<file path="config.mk">
export PLATFORM = sky130hd
export DESIGN_NAME = fp_addsub_seq
export DESIGN_NICKNAME = d
export VERILOG_FILES = /design/src/rtl/fp_addsub_pkg.sv /design/src/rtl/fp_result_fifo.sv /design/src/rtl/fp_addsub_seq.sv
export SDC_FILE = /design/constraint.sdc
export NUM_CORES = 1
export LEC_CHECK = 0
export BUFFER_PORTS_ARGS = -buffer_cell sky130_fd_sc_hd__buf_2
export CORE_ASPECT_RATIO = 0.8
export CORE_UTILIZATION = 56
export CTS_BUF_LIST = sky130_fd_sc_hd__clkbuf_4 sky130_fd_sc_hd__clkbuf_8
export DETAILED_ROUTE_END_ITERATION = 12
export MAX_ROUTING_LAYER = met4
export PLACE_DENSITY = 0.85
export RECOVER_POWER = 50
export SLEW_MARGIN = 20
export SYNTH_ARGS = -nofsm -noshare
export SYNTH_HDL_FRONTEND = slang
export SYNTH_HIERARCHICAL = 1
export SYNTH_SLANG_ARGS = --single-unit
</file>
<file path="constraint.sdc">
create_clock -name clk -period 3.05 [get_ports clk]
set_input_delay 0.61 -clock clk [delete_from_list [all_inputs] [get_ports clk]]
set_output_delay 0.61 -clock clk [all_outputs]
set_load 0.02 [all_outputs]
</file>
<file path="src/rtl/fp_addsub_pkg.sv">
// fp_addsub_pkg
//   Shared definitions for the fp_addsub_seq issue/collect sequencer.
//   - op_e           : adder operation codes (add / sub)
//   - QNAN, EXP_MAX  : IEEE-754 single constants used by flag derivation
//   - FLG_*          : bit positions inside the {NV,DZ,OF,UF,NX} flag vector
//   - cls_t          : operand-pair class bits carried alongside each op
//   - is_nan / is_snan / is_inf_or_nan / pair_class / result_flags helpers
package fp_addsub_pkg;

   typedef enum logic [1:0] {
      OP_ADD = 2'b00,
      OP_SUB = 2'b01
   } op_e;

   localparam logic [31:0] QNAN    = 32'h7FC0_0000;
   localparam logic [7:0]  EXP_MAX = 8'hFF;

   localparam int unsigned FLG_NX = 0;
   localparam int unsigned FLG_UF = 1;
   localparam int unsigned FLG_OF = 2;
   localparam int unsigned FLG_DZ = 3;
   localparam int unsigned FLG_NV = 4;

   // Class summary of the two operands of one op.
   typedef struct packed {
      logic any_nan;
      logic any_snan;
      logic any_infnan;
   } cls_t;

   function automatic logic is_nan(input logic [31:0] x);
      return (x[30:23] == EXP_MAX) && (x[22:0] != '0);
   endfunction

   function automatic logic is_snan(input logic [31:0] x);
      return is_nan(x) && !x[22];
   endfunction

   function automatic logic is_inf_or_nan(input logic [31:0] x);
      return x[30:23] == EXP_MAX;
   endfunction

   function automatic cls_t pair_class(input logic [31:0] a, input logic [31:0] b);
      cls_t c;
      c.any_nan    = is_nan(a) || is_nan(b);
      c.any_snan   = is_snan(a) || is_snan(b);
      c.any_infnan = is_inf_or_nan(a) || is_inf_or_nan(b);
      return c;
   endfunction

   // The adder reports no flags itself, so they are reconstructed from the
   // operand classes and the result: invalid for sNaN inputs or a freshly
   // generated default NaN, overflow (always inexact) for an infinite result
   // produced from finite operands.
   function automatic logic [4:0] result_flags(input cls_t c, input logic [31:0] r);
      logic [4:0] f;
      logic       ovf;
      f         = '0;
      ovf       = (r[30:23] == EXP_MAX) && (r[22:0] == '0) && !c.any_infnan;
      f[FLG_NV] = c.any_snan || ((r == QNAN) && !c.any_nan);
      f[FLG_DZ] = 1'b0;
      f[FLG_OF] = ovf;
      f[FLG_UF] = 1'b0;
      f[FLG_NX] = ovf;
      return f;
   endfunction

endpackage

</file>
<file path="src/rtl/fp_result_fifo.sv">
// fp_result_fifo
//   Synchronous FIFO for adder results. Head is presented combinationally
//   from storage (no fall-through: a push into an empty FIFO is visible the
//   cycle after the push edge). pop_data reads as zero while empty.
//   Ports:
//     clk, reset      clock, asynchronous active-high reset
//     clear           synchronous flush of all entries (wins over push/pop)
//     push, push_data write one entry (ignored when full)
//     pop             remove head entry (ignored when empty)
//     pop_data        head entry
//     empty           no entries stored
//     count           number of stored entries
module fp_result_fifo #(
   parameter int unsigned WIDTH = 37,
   parameter int unsigned DEPTH = 4
) (
   input  logic                    clk,
   input  logic                    reset,
   input  logic                    clear,
   input  logic                    push,
   input  logic [WIDTH-1:0]        push_data,
   input  logic                    pop,
   output logic [WIDTH-1:0]        pop_data,
   output logic                    empty,
   output logic [$clog2(DEPTH):0]  count
);

   localparam int unsigned PTR_W = $clog2(DEPTH);
   localparam int unsigned CNT_W = PTR_W + 1;

   logic [WIDTH-1:0] mem_q [DEPTH];
   logic [PTR_W-1:0] wr_ptr_q, wr_ptr_d;
   logic [PTR_W-1:0] rd_ptr_q, rd_ptr_d;
   logic [CNT_W-1:0] count_q, count_d;
   logic             full;
   logic             do_push;
   logic             do_pop;

   assign full    = (count_q == CNT_W'(DEPTH));
   assign empty   = (count_q == '0);
   assign do_push = push && !full && !clear;
   assign do_pop  = pop && !empty && !clear;

   always_comb begin
      wr_ptr_d = wr_ptr_q;
      rd_ptr_d = rd_ptr_q;
      count_d  = count_q;
      if (clear) begin
         wr_ptr_d = '0;
         rd_ptr_d = '0;
         count_d  = '0;
      end else begin
         if (do_push) wr_ptr_d = wr_ptr_q + PTR_W'(1);
         if (do_pop)  rd_ptr_d = rd_ptr_q + PTR_W'(1);
         count_d = count_q + CNT_W'(do_push) - CNT_W'(do_pop);
      end
   end

   always_ff @(posedge clk or posedge reset) begin
      if (reset) begin
         wr_ptr_q <= '0;
         rd_ptr_q <= '0;
         count_q  <= '0;
      end else begin
         wr_ptr_q <= wr_ptr_d;
         rd_ptr_q <= rd_ptr_d;
         count_q  <= count_d;
      end
   end

   // Storage needs no reset: it is only observable through pop_data, which
   // is forced to zero while the FIFO is empty.
   always_ff @(posedge clk) begin
      if (do_push) mem_q[wr_ptr_q] <= push_data;
   end

   assign pop_data = empty ? '0 : mem_q[rd_ptr_q];
   assign count    = count_q;

endmodule

</file>
<file path="src/rtl/fp_addsub_seq.sv">
// fp_addsub_seq
//   Issue/collect sequencer around the fixed-latency fp_add_sub adder.
//   Accepted FADD.S/FSUB.S ops are registered onto the adder inputs; a
//   valid/tag shift register follows each op through the adder latency and
//   the result is captured with its tag into an output FIFO. Admission is
//   credit based (in-flight + queued < OUT_DEPTH), so no result is dropped.
//   Optional feature macro: FP_ADDSUB_SEQ_FLAGS_EN adds out_flags[4:0]
//   ({NV,DZ,OF,UF,NX}) stored in the FIFO alongside each result.
//   Ports:
//     clk, reset                      clock, asynchronous active-high reset
//     flush                           synchronous kill of in-flight/queued ops
//     in_valid/in_ready               op request handshake
//     in_a, in_b, in_op, in_tag       operands, op (bit 0: sub), dest tag
//     add_a, add_b, add_op            registered adder inputs
//     add_result                      adder output
//     out_valid/out_ready             result handshake
//     out_data, out_tag [, out_flags] FIFO head
module fp_addsub_seq
   import fp_addsub_pkg::*;
#(
   parameter int unsigned TAG_W     = 5,
   parameter int unsigned ADD_LAT   = 1,
   parameter int unsigned OUT_DEPTH = 4
) (
   input  logic             clk,
   input  logic             reset,
   input  logic             flush,
   input  logic             in_valid,
   output logic             in_ready,
   input  logic [31:0]      in_a,
   input  logic [31:0]      in_b,
   input  logic [1:0]       in_op,
   input  logic [TAG_W-1:0] in_tag,
   output logic [31:0]      add_a,
   output logic [31:0]      add_b,
   output logic [1:0]       add_op,
   input  logic [31:0]      add_result,
   output logic             out_valid,
   input  logic             out_ready,
   output logic [31:0]      out_data,
   output logic [TAG_W-1:0] out_tag
`ifdef FP_ADDSUB_SEQ_FLAGS_EN
   ,
   output logic [4:0]       out_flags
`endif
);

   localparam int unsigned CNT_W = $clog2(OUT_DEPTH) + 1;
`ifdef FP_ADDSUB_SEQ_FLAGS_EN
   localparam int unsigned FIFO_W = 32 + TAG_W + 5;
`else
   localparam int unsigned FIFO_W = 32 + TAG_W;
`endif

   logic [31:0]      add_a_q, add_a_d;
   logic [31:0]      add_b_q, add_b_d;
   op_e              add_op_q, add_op_d;
   logic [ADD_LAT:0] sr_vld_q, sr_vld_d;
   logic [TAG_W-1:0] sr_tag_q [ADD_LAT+1];
   logic [TAG_W-1:0] sr_tag_d [ADD_LAT+1];
`ifdef FP_ADDSUB_SEQ_FLAGS_EN
   cls_t             sr_cls_q [ADD_LAT+1];
   cls_t             sr_cls_d [ADD_LAT+1];
`endif
   logic [CNT_W-1:0] inflight_q, inflight_d;

   logic              accept;
   logic              push;
   logic              pop;
   logic              fifo_empty;
   logic [CNT_W-1:0]  fifo_count;
   logic [CNT_W:0]    credit_used;
   logic [FIFO_W-1:0] push_data;
   logic [FIFO_W-1:0] pop_data;
   logic              unused_op_hi;

   // Only bit 0 of the op selects add/sub; bit 1 is deliberately dropped.
   assign unused_op_hi = in_op[1];

   assign credit_used = {1'b0, inflight_q} + {1'b0, fifo_count};
   assign in_ready    = !reset && !flush && (credit_used < (CNT_W+1)'(OUT_DEPTH));
   assign accept      = in_valid && in_ready;
   // The shift-register tail marks the cycle add_result is valid; a result
   // arriving on a flush edge is discarded.
   assign push        = sr_vld_q[ADD_LAT] && !flush;
   assign pop         = out_valid && out_ready;

   always_comb begin
      add_a_d  = add_a_q;
      add_b_d  = add_b_q;
      add_op_d = add_op_q;
      if (accept) begin
         add_a_d  = in_a;
         add_b_d  = in_b;
         add_op_d = in_op[0] ? OP_SUB : OP_ADD;
      end

      sr_vld_d    = '0;
      sr_vld_d[0] = accept;
      sr_tag_d[0] = accept ? in_tag : sr_tag_q[0];
`ifdef FP_ADDSUB_SEQ_FLAGS_EN
      sr_cls_d[0] = accept ? pair_class(in_a, in_b) : sr_cls_q[0];
`endif
      for (int unsigned i = 1; i <= ADD_LAT; i++) begin
         sr_vld_d[i] = sr_vld_q[i-1];
         sr_tag_d[i] = sr_tag_q[i-1];
`ifdef FP_ADDSUB_SEQ_FLAGS_EN
         sr_cls_d[i] = sr_cls_q[i-1];
`endif
      end
      if (flush) sr_vld_d = '0;

      // Ops enter at stage 0 and leave from the tail; the tail leaving is
      // exactly the push into the FIFO, so in-flight + queued only drops on pop.
      if (flush) inflight_d = '0;
      else       inflight_d = inflight_q + CNT_W'(accept) - CNT_W'(sr_vld_q[ADD_LAT]);
   end

   always_ff @(posedge clk or posedge reset) begin
      if (reset) begin
         add_a_q    <= '0;
         add_b_q    <= '0;
         add_op_q   <= OP_ADD;
         sr_vld_q   <= '0;
         inflight_q <= '0;
         for (int unsigned i = 0; i <= ADD_LAT; i++) begin
            sr_tag_q[i] <= '0;
`ifdef FP_ADDSUB_SEQ_FLAGS_EN
            sr_cls_q[i] <= '0;
`endif
         end
      end else begin
         add_a_q    <= add_a_d;
         add_b_q    <= add_b_d;
         add_op_q   <= add_op_d;
         sr_vld_q   <= sr_vld_d;
         inflight_q <= inflight_d;
         sr_tag_q   <= sr_tag_d;
`ifdef FP_ADDSUB_SEQ_FLAGS_EN
         sr_cls_q   <= sr_cls_d;
`endif
      end
   end

   assign add_a  = add_a_q;
   assign add_b  = add_b_q;
   assign add_op = add_op_q;

`ifdef FP_ADDSUB_SEQ_FLAGS_EN
   assign push_data = {add_result, sr_tag_q[ADD_LAT], result_flags(sr_cls_q[ADD_LAT], add_result)};
   assign {out_data, out_tag, out_flags} = pop_data;
`else
   assign push_data = {add_result, sr_tag_q[ADD_LAT]};
   assign {out_data, out_tag} = pop_data;
`endif

   fp_result_fifo #(
      .WIDTH (FIFO_W),
      .DEPTH (OUT_DEPTH)
   ) u_fifo (
      .clk       (clk),
      .reset     (reset),
      .clear     (flush),
      .push      (push),
      .push_data (push_data),
      .pop       (pop),
      .pop_data  (pop_data),
      .empty     (fifo_empty),
      .count     (fifo_count)
   );

   assign out_valid = !fifo_empty;

endmodule
</file>
==> results.sh <==
export IMPL_status="finished, violations left"
export IMPL_violations="max-capacitance violations, max-slew violations"
export IMPL_num_io_pins=213
export IMPL_globalplace_congestion=0.7620
export IMPL_cts_buffers_inserted=36
export IMPL_coreArea_sq_mm=0.01611
export IMPL_p_leak_nw=4.687
export IMPL_synth_flop_cell="edfxtp_1"
export IMPL_synth_top_area_share_pct=47.26
export IMPL_drtIter0Drc=310
export IMPL_fillers=1061
export IMPL_end_kind="output port"
export IMPL_clockBufferDepth=3
export IMPL_clkTransAtPathRegs_ps=60
export IMPL_final_layout_size_suffix_gt1_share_pct=44.19
export IMPL_gr_total_overflow=0
export IMPL_grt_pass1_wl_um=28100
export IMPL_ctsResizeCount=0
export IMPL_clock_fmax_mhz=344.4
export IMPL_setup_tns_ps=0
export IMPL_sw_frac_of_total_pct=25.55
export IMPL_critical_path_top_delay_family="flip-flops"
export IMPL_hp_class="in2async"
export IMPL_drv_slew=39
export IMPL_dp_hpwl_um=11390
export IMPL_hold_violations=0
export IMPL_die_w_um=146.9
export IMPL_via_per_inst=5.182
export IMPL_vias=4902
export IMPL_cp_slowest_cell="dfrtp_2"
export IMPL_clock_skew_ps=23.49
export IMPL_seq_power_share_pct=51.4
export IMPL_clock_sinks=235
export IMPL_syn_num_nets=588
export IMPL_cpPeakStageDelay_ps=1000
export IMPL_synth_most_common_cell="edfxtp_1"
export IMPL_initial_core_util_pct=58.38
export IMPL_cp_cell_sequence="mux4_2 > nor2b_1 > buf_2"
export IMPL_antenna_found_initial=0
export IMPL_post_cts_buffers=0
export IMPL_tightest_slew_ps=1620
export IMPL_power_density_mw_per_mm2=669.0
export IMPL_fin_crit_ps=2904
export IMPL_max_slew_margin_rel_pct=-8.571
export IMPL_grt_use_total_pct=21.71
export IMPL_pwr_share_comb_pct=15.3
export IMPL_synthTopCellsByCount="148 x edfxtp_1, 87 x dfrtp_1, 70 x mux2_4"
export IMPL_maxCapViolations=1
export IMPL_layout_area_overhead_vs_synth_pct=20.57
export IMPL_yosysSeqAreaShare_pct=70.41
export IMPL_p_int_w=0.005648
export IMPL_synth_area_leader_cell="edfxtp_1"
export IMPL_postCtsHoldBufs=0
export IMPL_syn_area_sq_mm=0.009404
export IMPL_fin_nets=826
export IMPL_htreeDepth=2
export IMPL_ys_seq_elements=235
export IMPL_synthArstFlopShare_pct=37.02
export IMPL_rsz0062_at_grt="false"
export IMPL_hold_ws_ps=74.33
export IMPL_grt_pass1_vias=5417
export IMPL_synthTopCellsByArea="edfxtp_1 47%, dfrtp_1 23%, mux2_4 11%, mux4_2 8.9%, nor2b_1 2.7%"
export IMPL_multi_input_area_sq_mm=0.002571
export IMPL_total_power_w=0.007586
export IMPL_crit_fanout=39
export IMPL_die_area_sq_mm=0.01732
export IMPL_fp_dieH_um=117.9
export IMPL_peakVddDrop_mv=0.4012
export IMPL_yosys_warnings=6
export IMPL_critical_path_class="reg2out"
export IMPL_synth_edff_count=148
export IMPL_antenna_left=0
export IMPL_dp_cells=883
export IMPL_synthDistinctLibCells=33
export IMPL_period_share_pct=95.21
export IMPL_cts_root_buf="clkbuf_8"
export IMPL_drc=0
export IMPL_cts_tree="yes"
export IMPL_row_count=41
export IMPL_routed_wl_um=17520
export IMPL_syn_inst=468
export IMPL_crit_buf_inv=1
export IMPL_required_ps=2440
export IMPL_drt_pass1_iter_count=4
export IMPL_antenna_cells=0
export IMPL_p_clk_share_pct=33.3
export IMPL_p_sw_w=0.001938
export IMPL_routedWlPerCell_um=18.52
export IMPL_instances_no_fill=946
export IMPL_worstSetupStartpointType="flop"
export IMPL_crit_arrival_ps=2290
export IMPL_setup_viol=0
export IMPL_ff_latch_area_sq_mm=0.006624
export IMPL_clock_latency_ps=510
export IMPL_avgSynthCellArea_sq_um=20.09
export IMPL_grt_max_degree=71
export IMPL_port_buffers=210
-- cells by family (layout without fill, tap and decap cells) --
group,count (synthesis),in the layout,synth area share (%)
buf+inv,32,295,2.249
xor+xnor,4,4,0.3726
fa+ha+maj,12,12,1.756
simple gates,70,70,4.590
mux,109,109,20.26
flops,235,235,70.41
compound gates,5,5,0.3193
other cells,1,1,0.03988
-- worst paths after layout --
check,start,endpoint,slack [ps],cells after the start
hold reg to reg,sr_tag_d[2]$_DFFE_PP0P_,push_data[2]$_DFF_PP0_,380,0
setup reg to reg,u_fifo/count[1]$_DFF_PP0_,u_fifo/count[2]$_DFF_PP0_,420,12
max in group asynchronous,reset,add_b[7]$_DFFE_PP0P_,870,3
min in group clk,in_b[25],add_b[25]$_DFFE_PP0P_,330,2
setup / recovery,u_fifo/rd_ptr_q[1]$_DFFE_PP0P_,out_tag[0],150,3
hold / removal,reset,u_fifo/wr_ptr_q[1]$_DFFE_PP0P_,70,2
-- power by group through the flow --
| stage | logic (W) | registers, W | clock network (W) |
|---|---|---|---|
| 6_report | 0.00116 | 0.00390 | 0.00252 |
| 3_5_place_dp | 0.00123 | 0.00394 | 0 |
| 2_1_floorplan | 0.000491 | 0.00423 | 0 |
| 4_1_cts | 0.00123 | 0.00389 | 0.00258 |
| 3_3_place_gp | 0.00119 | 0.00392 | 0 |
| 5_1_grt | 0.00123 | 0.00393 | 0.00273 |
-- routing by layer --
layer / vias to the layer above / track usage, % / share of wire [%]
met5: - / - / 0
met4: 0 / 5.339 / 1.0
met3: 20 / 4.884 / 4.8
met2: 138 / 36.43 / 53
met1: 2509 / 26.90 / 42
li1: 2235 / - / -
-- sequential cells by signal (all words and copies together), names as in the netlist --
register,flops
add_a,32
add_b,32
add_op,1
inflight_q,3
push_data,5
sr_tag_d,5
sr_vld_q,2
u_fifo/count,3
u_fifo/mem_q,148
u_fifo/rd_ptr_q,2
u_fifo/wr_ptr_q,2
-- area by class of cell --
type | count | share of cell area [%]
inverter | 11 | 0.3752
sequential | 235 | 58.42
clock inverter | 14 | 0.8387
multi-input combinational | 201 | 22.68
clock buffer | 49 | 5.396
timing repair buffer | 221 | 9.921
tap | 215 | 2.373
-- placed cells by master (no fill, tap or decap), types with 3 or more instances in the layout --
| master | instances |
|---|---|
| clkbuf_8 | 39 |
| nor2_1 | 10 |
| clkbuf_1 | 75 |
| mux4_2 | 37 |
| clkinv_1 | 3 |
| buf_2 | 135 |
| edfxtp_1 | 148 |
| nor2b_1 | 40 |
| clkinv_2 | 9 |
| clkbuf_4 | 10 |
| mux2_4 | 70 |
| ha_1 | 10 |
| buf_4 | 3 |
| inv_1 | 10 |
| dfrtp_1 | 85 |
| xor2_1 | 3 |
| and2_2 | 4 |
| buf_12 | 7 |
-- stage by stage --
stage	worst slack, ps	cell area (sq um)	utilization (%)
6_report	146.2	11340	70.39
5_1_grt	58.93	11340	70.39
4_1_cts	113.1	11460	71.14
3_5_place_dp	277.1	10750	66.75
3_3_place_gp	396.3	10750	66.75
2_1_floorplan	388.3	9404	-
Note: power is estimated with default switching activity, not from simulation.
